$ cat src/rtl/svga_scan_out.sv
// 800x600@72 SVGA scan-out: frame-buffer fetch addressing plus greyscale DAC drive.
// Optional TEST_PATTERN_EN adds test_mode and an 8-bar colour pattern.
module svga_scan_out #(
  parameter int H_ACTIVE   = 800,
  parameter int H_FP       = 56,
  parameter int H_SYNC     = 120,
  parameter int H_BP       = 64,
  parameter int V_ACTIVE   = 600,
  parameter int V_FP       = 37,
  parameter int V_SYNC     = 6,
  parameter int V_BP       = 23,
  parameter int RD_LATENCY = 2,
  parameter int SYNC_POL   = 1
) (
  input  logic       clk_50,
  input  logic       reset,
  output logic [9:0] x_addr,
  output logic [9:0] y_addr,
  input  logic [7:0] value,
  output logic [7:0] vga_r,
  output logic [7:0] vga_g,
  output logic [7:0] vga_b,
  output logic       vga_hs,
  output logic       vga_vs,
  output logic       vga_blank_n,
  output logic       vga_sync_n,
`ifdef TEST_PATTERN_EN
  input  logic       test_mode,
`endif
  output logic       frame_start
);

  localparam int H_TOTAL = H_ACTIVE + H_FP + H_SYNC + H_BP;
  localparam int V_TOTAL = V_ACTIVE + V_FP + V_SYNC + V_BP;

  localparam logic [10:0] H_LAST = 11'(H_TOTAL - 1);
  localparam logic [10:0] H_ACT  = 11'(H_ACTIVE);
  localparam logic [10:0] HS_ON  = 11'(H_ACTIVE + H_FP);
  localparam logic [10:0] HS_END = 11'(H_ACTIVE + H_FP + H_SYNC - 1);

  localparam logic [9:0] V_LAST = 10'(V_TOTAL - 1);
  localparam logic [9:0] V_ACT  = 10'(V_ACTIVE);
  localparam logic [9:0] VS_ON  = 10'(V_ACTIVE + V_FP);
  localparam logic [9:0] VS_END = 10'(V_ACTIVE + V_FP + V_SYNC - 1);

  localparam logic SYNC_ON = (SYNC_POL != 0);

  logic [10:0] h_cnt;
  logic [9:0]  v_cnt;
  logic        h_in, v_in;
  logic        act_f, hs_f, vs_f;
  logic        act_d, hs_d, vs_d;

  logic [RD_LATENCY-1:0] act_sr, hs_sr, vs_sr;

  always_ff @(posedge clk_50 or negedge reset) begin
    if (!reset) begin
      h_cnt <= '0;
      v_cnt <= '0;
    end else if (h_cnt == H_LAST) begin
      h_cnt <= '0;
      v_cnt <= (v_cnt == V_LAST) ? 10'd0 : v_cnt + 10'd1;
    end else begin
      h_cnt <= h_cnt + 11'd1;
    end
  end

  always_comb begin
    h_in   = (h_cnt < H_ACT);
    v_in   = (v_cnt < V_ACT);
    act_f  = h_in && v_in;
    hs_f   = (h_cnt >= HS_ON) && (h_cnt <= HS_END);
    vs_f   = (v_cnt >= VS_ON) && (v_cnt <= VS_END);
    x_addr = h_in ? h_cnt[9:0] : 10'd0;
    y_addr = v_in ? v_cnt : 10'd0;
  end

  // Flags ride alongside the read so they meet value at the output register
  always_ff @(posedge clk_50 or negedge reset) begin
    if (!reset) begin
      act_sr <= '0;
      hs_sr  <= '0;
      vs_sr  <= '0;
    end else begin
      act_sr[0] <= act_f;
      hs_sr[0]  <= hs_f;
      vs_sr[0]  <= vs_f;
      for (int i = 1; i < RD_LATENCY; i++) begin
        act_sr[i] <= act_sr[i-1];
        hs_sr[i]  <= hs_sr[i-1];
        vs_sr[i]  <= vs_sr[i-1];
      end
    end
  end

  assign act_d = act_sr[RD_LATENCY-1];
  assign hs_d  = hs_sr[RD_LATENCY-1];
  assign vs_d  = vs_sr[RD_LATENCY-1];

`ifdef TEST_PATTERN_EN
  logic [2:0] bar_f;
  logic [2:0] bar_sr [RD_LATENCY];
  logic [2:0] bar_d;

  always_comb begin
    bar_f = 3'd0;
    for (int i = 1; i < 8; i++)
      if (h_cnt >= 11'(i * 100)) bar_f = 3'(i);
  end

  always_ff @(posedge clk_50 or negedge reset) begin
    if (!reset) begin
      for (int i = 0; i < RD_LATENCY; i++) bar_sr[i] <= '0;
    end else begin
      bar_sr[0] <= bar_f;
      for (int i = 1; i < RD_LATENCY; i++) bar_sr[i] <= bar_sr[i-1];
    end
  end

  assign bar_d = bar_sr[RD_LATENCY-1];
`endif

  always_ff @(posedge clk_50 or negedge reset) begin
    if (!reset) begin
      vga_r       <= '0;
      vga_g       <= '0;
      vga_b       <= '0;
      vga_blank_n <= 1'b0;
      vga_hs      <= ~SYNC_ON;
      vga_vs      <= ~SYNC_ON;
      frame_start <= 1'b0;
    end else begin
      vga_blank_n <= act_d;
      vga_hs      <= hs_d ? SYNC_ON : ~SYNC_ON;
      vga_vs      <= vs_d ? SYNC_ON : ~SYNC_ON;
      frame_start <= (h_cnt == 11'd0) && (v_cnt == 10'd0);
      vga_r       <= act_d ? value : 8'd0;
      vga_g       <= act_d ? value : 8'd0;
      vga_b       <= act_d ? value : 8'd0;
`ifdef TEST_PATTERN_EN
      // Bar index order white..black maps to inverted bits {1,2,0}
      if (act_d && test_mode) begin
        vga_r <= {8{~bar_d[1]}};
        vga_g <= {8{~bar_d[2]}};
        vga_b <= {8{~bar_d[0]}};
      end
`endif
    end
  end

  assign vga_sync_n = 1'b0;

endmodule

$ cat config.mk
export PLATFORM = sky130hd
export DESIGN_NAME = svga_scan_out
export DESIGN_NICKNAME = d
export VERILOG_FILES = /design/src/rtl/svga_scan_out.sv
export SDC_FILE = /design/constraint.sdc
export NUM_CORES = 1
export LEC_CHECK = 0
export CAP_MARGIN = 10
export CORE_UTILIZATION = 40
export CTS_CLUSTER_DIAMETER = 60
export DETAILED_ROUTE_END_ITERATION = 8
export PLACE_DENSITY_LB_ADDON = 0.08
export SYNTH_ARGS = -nofsm -noshare
export SYNTH_HDL_FRONTEND = slang
export SYNTH_SLANG_ARGS = --single-unit
$ cat constraint.sdc
create_clock -name clk_50 -period 3 [get_ports clk_50]
set_input_delay 0.45 -clock clk_50 [delete_from_list [all_inputs] [get_ports clk_50]]
set_output_delay 0.45 -clock clk_50 [all_outputs]
set_load 0.05 [all_outputs]
; ---- Yosys cells after proc, flatten, opt, wreduce, memory -nomap -nowiden
; Index checks and enable logic that the tools add are counted.
[word_totals]
regBits = 39
inputBits = 10
word_cells = 33
[op_classes]
n_addsub = 2
order_cmp = 6
n_eq_ne = 2
n_mux = 7
n_reduce_logical = 6
[op_table]
columns = operator, count
row1 = 10-bit two-way mux, 3
row2 = 11-bit by 1-bit adder with 11-bit output (second input constant), 1
row3 = 11-bit equality test (second input constant), 1
row4 = 11-bit by 10-bit greater-or-equal comparator with 1-bit output (second input constant), 1
row5 = 11-bit by 10-bit <= comparator with 1-bit output (second input constant), 1
row6 = 11-bit logical NOT, 1
row7 = 11-bit by 10-bit < comparator with 1-bit output (second input constant), 1
row8 = 11-bit two-way mux, 1
row9 = 10-bit by 1-bit adder with 10-bit output (second input constant), 1
row10 = 10-bit equality test (second input constant), 1
row11 = 10-bit greater-or-equal comparator (second input constant), 1
row12 = 10-bit <= comparator (second input constant), 1
row13 = 10-bit logical NOT, 1
row14 = 10-bit < comparator (second input constant), 1
row15 = 8-bit two-way mux, 1
row16 = 1-bit logical AND, 4
row17 = 1-bit two-way mux, 2

; ---- Longest topological paths before layout
[depth]
depth_word = 2
ltp_mapped = 7
ltp_nobuf = 6

; ---- Least setup slack after synthesis
; No wires, ideal clock.
[synth_timing]
kind = register -> output
start = reg v_cnt[3]
end = out y_addr[9]
arrival_time_ps = 2177
required_ps = 2550
setup_slack_ps = 373
path_stages_with_launch = 5
n_path_buf = 1
path_cell_list = dfrtp_1 -> clkbuf_1 -> a21oi_1 -> nor2b_2 -> nor4_1
[synth_between]
elab_chain_cells = 2
[synth_lines]
columns = item, line
row1 = "start, declared", 49  ; logic [9:0] v_cnt;
row2 = "start signal, assigned", 62  ; v_cnt <= (v_cnt == V_LAST) ? 10'd0 : v_cnt + 10'd1;
row3 = 10-bit < comparator, 70  ; v_in = (v_cnt < V_ACT);
row4 = 10-bit two-way mux, 75  ; y_addr = v_in ? v_cnt : 10'd0;
row5 = "end, declared", 18  ; output logic [9:0] y_addr,
; Every way passes these cells.

; ---- Worst setup path in the final report
[layout_timing]
start = reg h_cnt[5]
end = out x_addr[3]
[layout_between]
elab_chain_cells = 2
[layout_lines]
columns = item, line
row1 = "start, declared", 48  ; logic [10:0] h_cnt;
row2 = "start signal, assigned", 64  ; h_cnt <= h_cnt + 11'd1;
row3 = 11-bit by 10-bit < comparator with 1-bit output, 69  ; h_in = (h_cnt < H_ACT);
row4 = 10-bit two-way mux, 74  ; x_addr = h_in ? h_cnt[9:0] : 10'd0;
row5 = "end, declared", 17  ; output logic [9:0] x_addr,
; Every way passes these cells.

==> impl_metrics.json <==
{
  "grt_busiest_layer": "met2",
  "via_count": 1498,
  "dr.pass1.iters": 4,
  "grtUsageMet3_pct": 4.70,
  "syn_inst": 201,
  "cts_tree": "done",
  "drive_gt1_share_pct": 13.8,
  "peakVddDrop_uv": 219,
  "cts_setup_buffers": 0,
  "grt_pass1_wl_mm": 6.49,
  "ys_types": 36,
  "antenna_cells": 0,
  "clk_pin_slew_ns": 0.08,
  "critPathMaxStageDelay_ns": 0.58,
  "ys_warn_count": 0,
  "crit_fanout": 11,
  "leakage_nw": 1.13,
  "nets": 254,
  "die_x_um": 72.9,
  "core_area_sq_mm": 0.00479,
  "via_per_inst": 4.90,
  "end_kind": "output pin",
  "synth_edf_count": 0,
  "ys_seq_elements": 39,
  "dieArea_sq_mm": 0.00531,
  "status": "finished, final reports clean",
  "post_cts_resized": 0,
  "clockRootBuffer": "clkbuf_8",
  "cts-htree-levels": 2,
  "hold_slack_ns": 0.270,
  "n_fill_cell": 453,
  "layout_common_cells": "dfrtp_1 (39), clkdlybuf4s50_1 (39), and2_1 (28), buf_4 (18), inv_1 (9)",
  "syn_nets": 217,
  "rsz0062_at_grt": "false",
  "crit_path_top_delay_cell": "a31oi_1",
  "critPathKind": "reg2out",
  "dpl_cell_area_sq_mm": 0.00245,
  "grtUsageMet2_pct": 25.6,
  "multiInputGateArea_sq_um": 825,
  "cts_buffers": 5,
  "yosys.area.top_type": "dfrtp_1",
  "hold_viol": 0,
  "clock_latency_ns": 0.29,
  "syn2layout_area_growth_pct": 27.7,
  "fp-row-count": 25,
  "clock_sinks": 39,
  "async_flop_share_pct": 100,
  "max_freq_ghz": 0.383,
  "ys_seq_area_share_pct": 48.6,
  "drt-total-wl_mm": 3.90,
  "powerDensity_mw_per_mm2": 432,
  "required_ns": 2.55,
  "seqCellArea_sq_um": 976,
  "globalRouteMet1Util_pct": 20.6,
  "ios": 59,
  "crit_chain": "or3_1, a31oi_1, and2_1, buf_4",
  "wire_per_inst_um": 12.7,
  "crit_arrival_ns": 2.16,
  "worstMarginPinSlew_ns": 0.856,
  "fin_skew_ns": 0.00622,
  "syn_area_sq_mm": 0.00201,
  "hold_class": "in2async",
  "ant_nets": 0,
  "die_y_um": 72.9,
  "yosysTopAreaCellShare_pct": 48.6,
  "fin_crit_ns": 2.61,
  "stdcell_area_sq_mm": 0.00257,
  "final.setup.tns_ns": 0,
  "fin_crit_sh_pct": 87.1,
  "finalMaxSlewViolations": 0,
  "antenna_found_initial": 0,
  "dpl.hpwl_mm": 2.72,
  "drt-initial-drc-count": 35,
  "portBuffers": 57,
  "cts_hold_buf": 0,
  "initial_core_util_pct": 42.0,
  "fin_util_pct": 53.6,
  "grt_max_degree": 40,
  "synth_ff_type": "dfrtp_1",
  "clk_path_buf_depth": 2,
  "finalSetupViolCount": 0,
  "grtUsageTotal_pct": 16.0,
  "grt_pass1_vias": 1366,
  "place.gp.congestion": 0.862,
  "syn_area_per_cell_sq_um": 10.0,
  "drc_errors": 0,
  "gr-total-overflow": 0,
  "maxCapViolCount": 0,
  "start_kind": "register",
  "max-slew-margin-rel_pct": 42.9,
  "synthTopCellsByArea": "dfrtp_1 (49%), and2_1 (8.7%), buf_4 (6.7%)"
}
-- worst paths after layout --
check	slack, ns	end	start	depth (start not counted)
setup / recovery	0.39	x_addr[3]	h_cnt[5]	4
hold / removal	0.27	vga_r[7]	reset	1
setup reg to reg	1.02	v_cnt[8]	h_cnt[0]	5
hold reg to reg	0.35	hs_sr[1]	hs_sr[0]	0
max in group asynchronous	2.20	vga_r[1]	reset	1
min in group clk_50	0.35	hs_sr[1]	hs_sr[0]	0
-- stage by stage --
| step | power [mW] | setup slack (ns) | std cells |
|---|---|---|---|
| after global placement | 0.665 | 0.710 | 298 |
| after CTS | 1.12 | 0.316 | 306 |
| after detailed placement | 0.666 | 0.650 | 298 |
| final | 1.11 | 0.386 | 306 |
| after floorplan | 0.629 | 0.373 | 201 |
| after global routing | 1.15 | 0.192 | 306 |
-- cell usage after synthesis, types with 2 or more instances --
cell / number
o21bai_1: 2
clkbuf_1: 8
a21oi_1: 5
nand3_1: 8
inv_1: 9
and3_1: 2
and4_1: 2
or3_1: 6
xor2_1: 3
buf_2: 2
ha_1: 6
a31oi_1: 4
nand2_1: 8
nand2b_1: 3
nor3_1: 4
xnor2_1: 8
o21ai_1: 4
and2_1: 28
o21ai_0: 2
nand4_1: 7
nor2_1: 7
dfrtp_1: 39
nor4_1: 2
buf_4: 18
nor2b_1: 3
-- cell type report --
class / count / area share, %
Clock inverter: 2 / 1.37
Sequential cell: 39 / 38.0
Clock buffer: 6 / 3.22
Timing Repair Buffer: 58 / 20.7
Inverter: 9 / 1.32
Multi-Input combinational cell: 125 / 32.1
Tap cell: 67 / 3.27
-- metal layers --
| layer | vias up | wire [um] |
|---|---|---|
| li1 | 724 | - |
| met3 | 10 | 229 |
| met4 | 0 | 68 |
| met1 | 705 | 1880 |
| met5 | - | 0 |
| met2 | 59 | 1720 |
-- power by group --
part	switching (mW)	total (mW)	leakage [nW]	internal (mW)
Combinational	0.0803	0.119	0.570	0.0391
Sequential	0.00344	0.534	0.496	0.531
Clock	0.185	0.455	0.0612	0.269
Total	0.269	1.11	1.13	0.839
-- worst max-delay path: cells and delay by family (launching register included) --
| kind | cells | cell delay [ns] |
|---|---|---|
| compound gates | 1 | 0.58 |
| buf+inv | 1 | 0.20 |
| flops | 1 | 0.47 |
| simple gates | 2 | 0.63 |
-- state kept, by name (all words and copies together) (netlist names) --
register     count
h_cnt           11
v_cnt           10
vga_r            8
act_sr           2
hs_sr            2
vs_sr            2
frame_start      1
vga_blank_n      1
vga_hs           1
vga_vs           1
-- logic make-up (layout without fill, tap and decap cells) --
group,Yosys count,count (layout),share of synthesized area (%)
and+or+nand+nor,86,86,25.9
xor gates and xnor gates,11,11,4.79
AOI/OAI and AO/OA,21,21,6.41
buffers and inverters,37,75,10.4
adders and majority gates,6,6,3.74
DFF,39,39,48.6
other,1,1,0.187
Power figures use the tool's default switching activity.
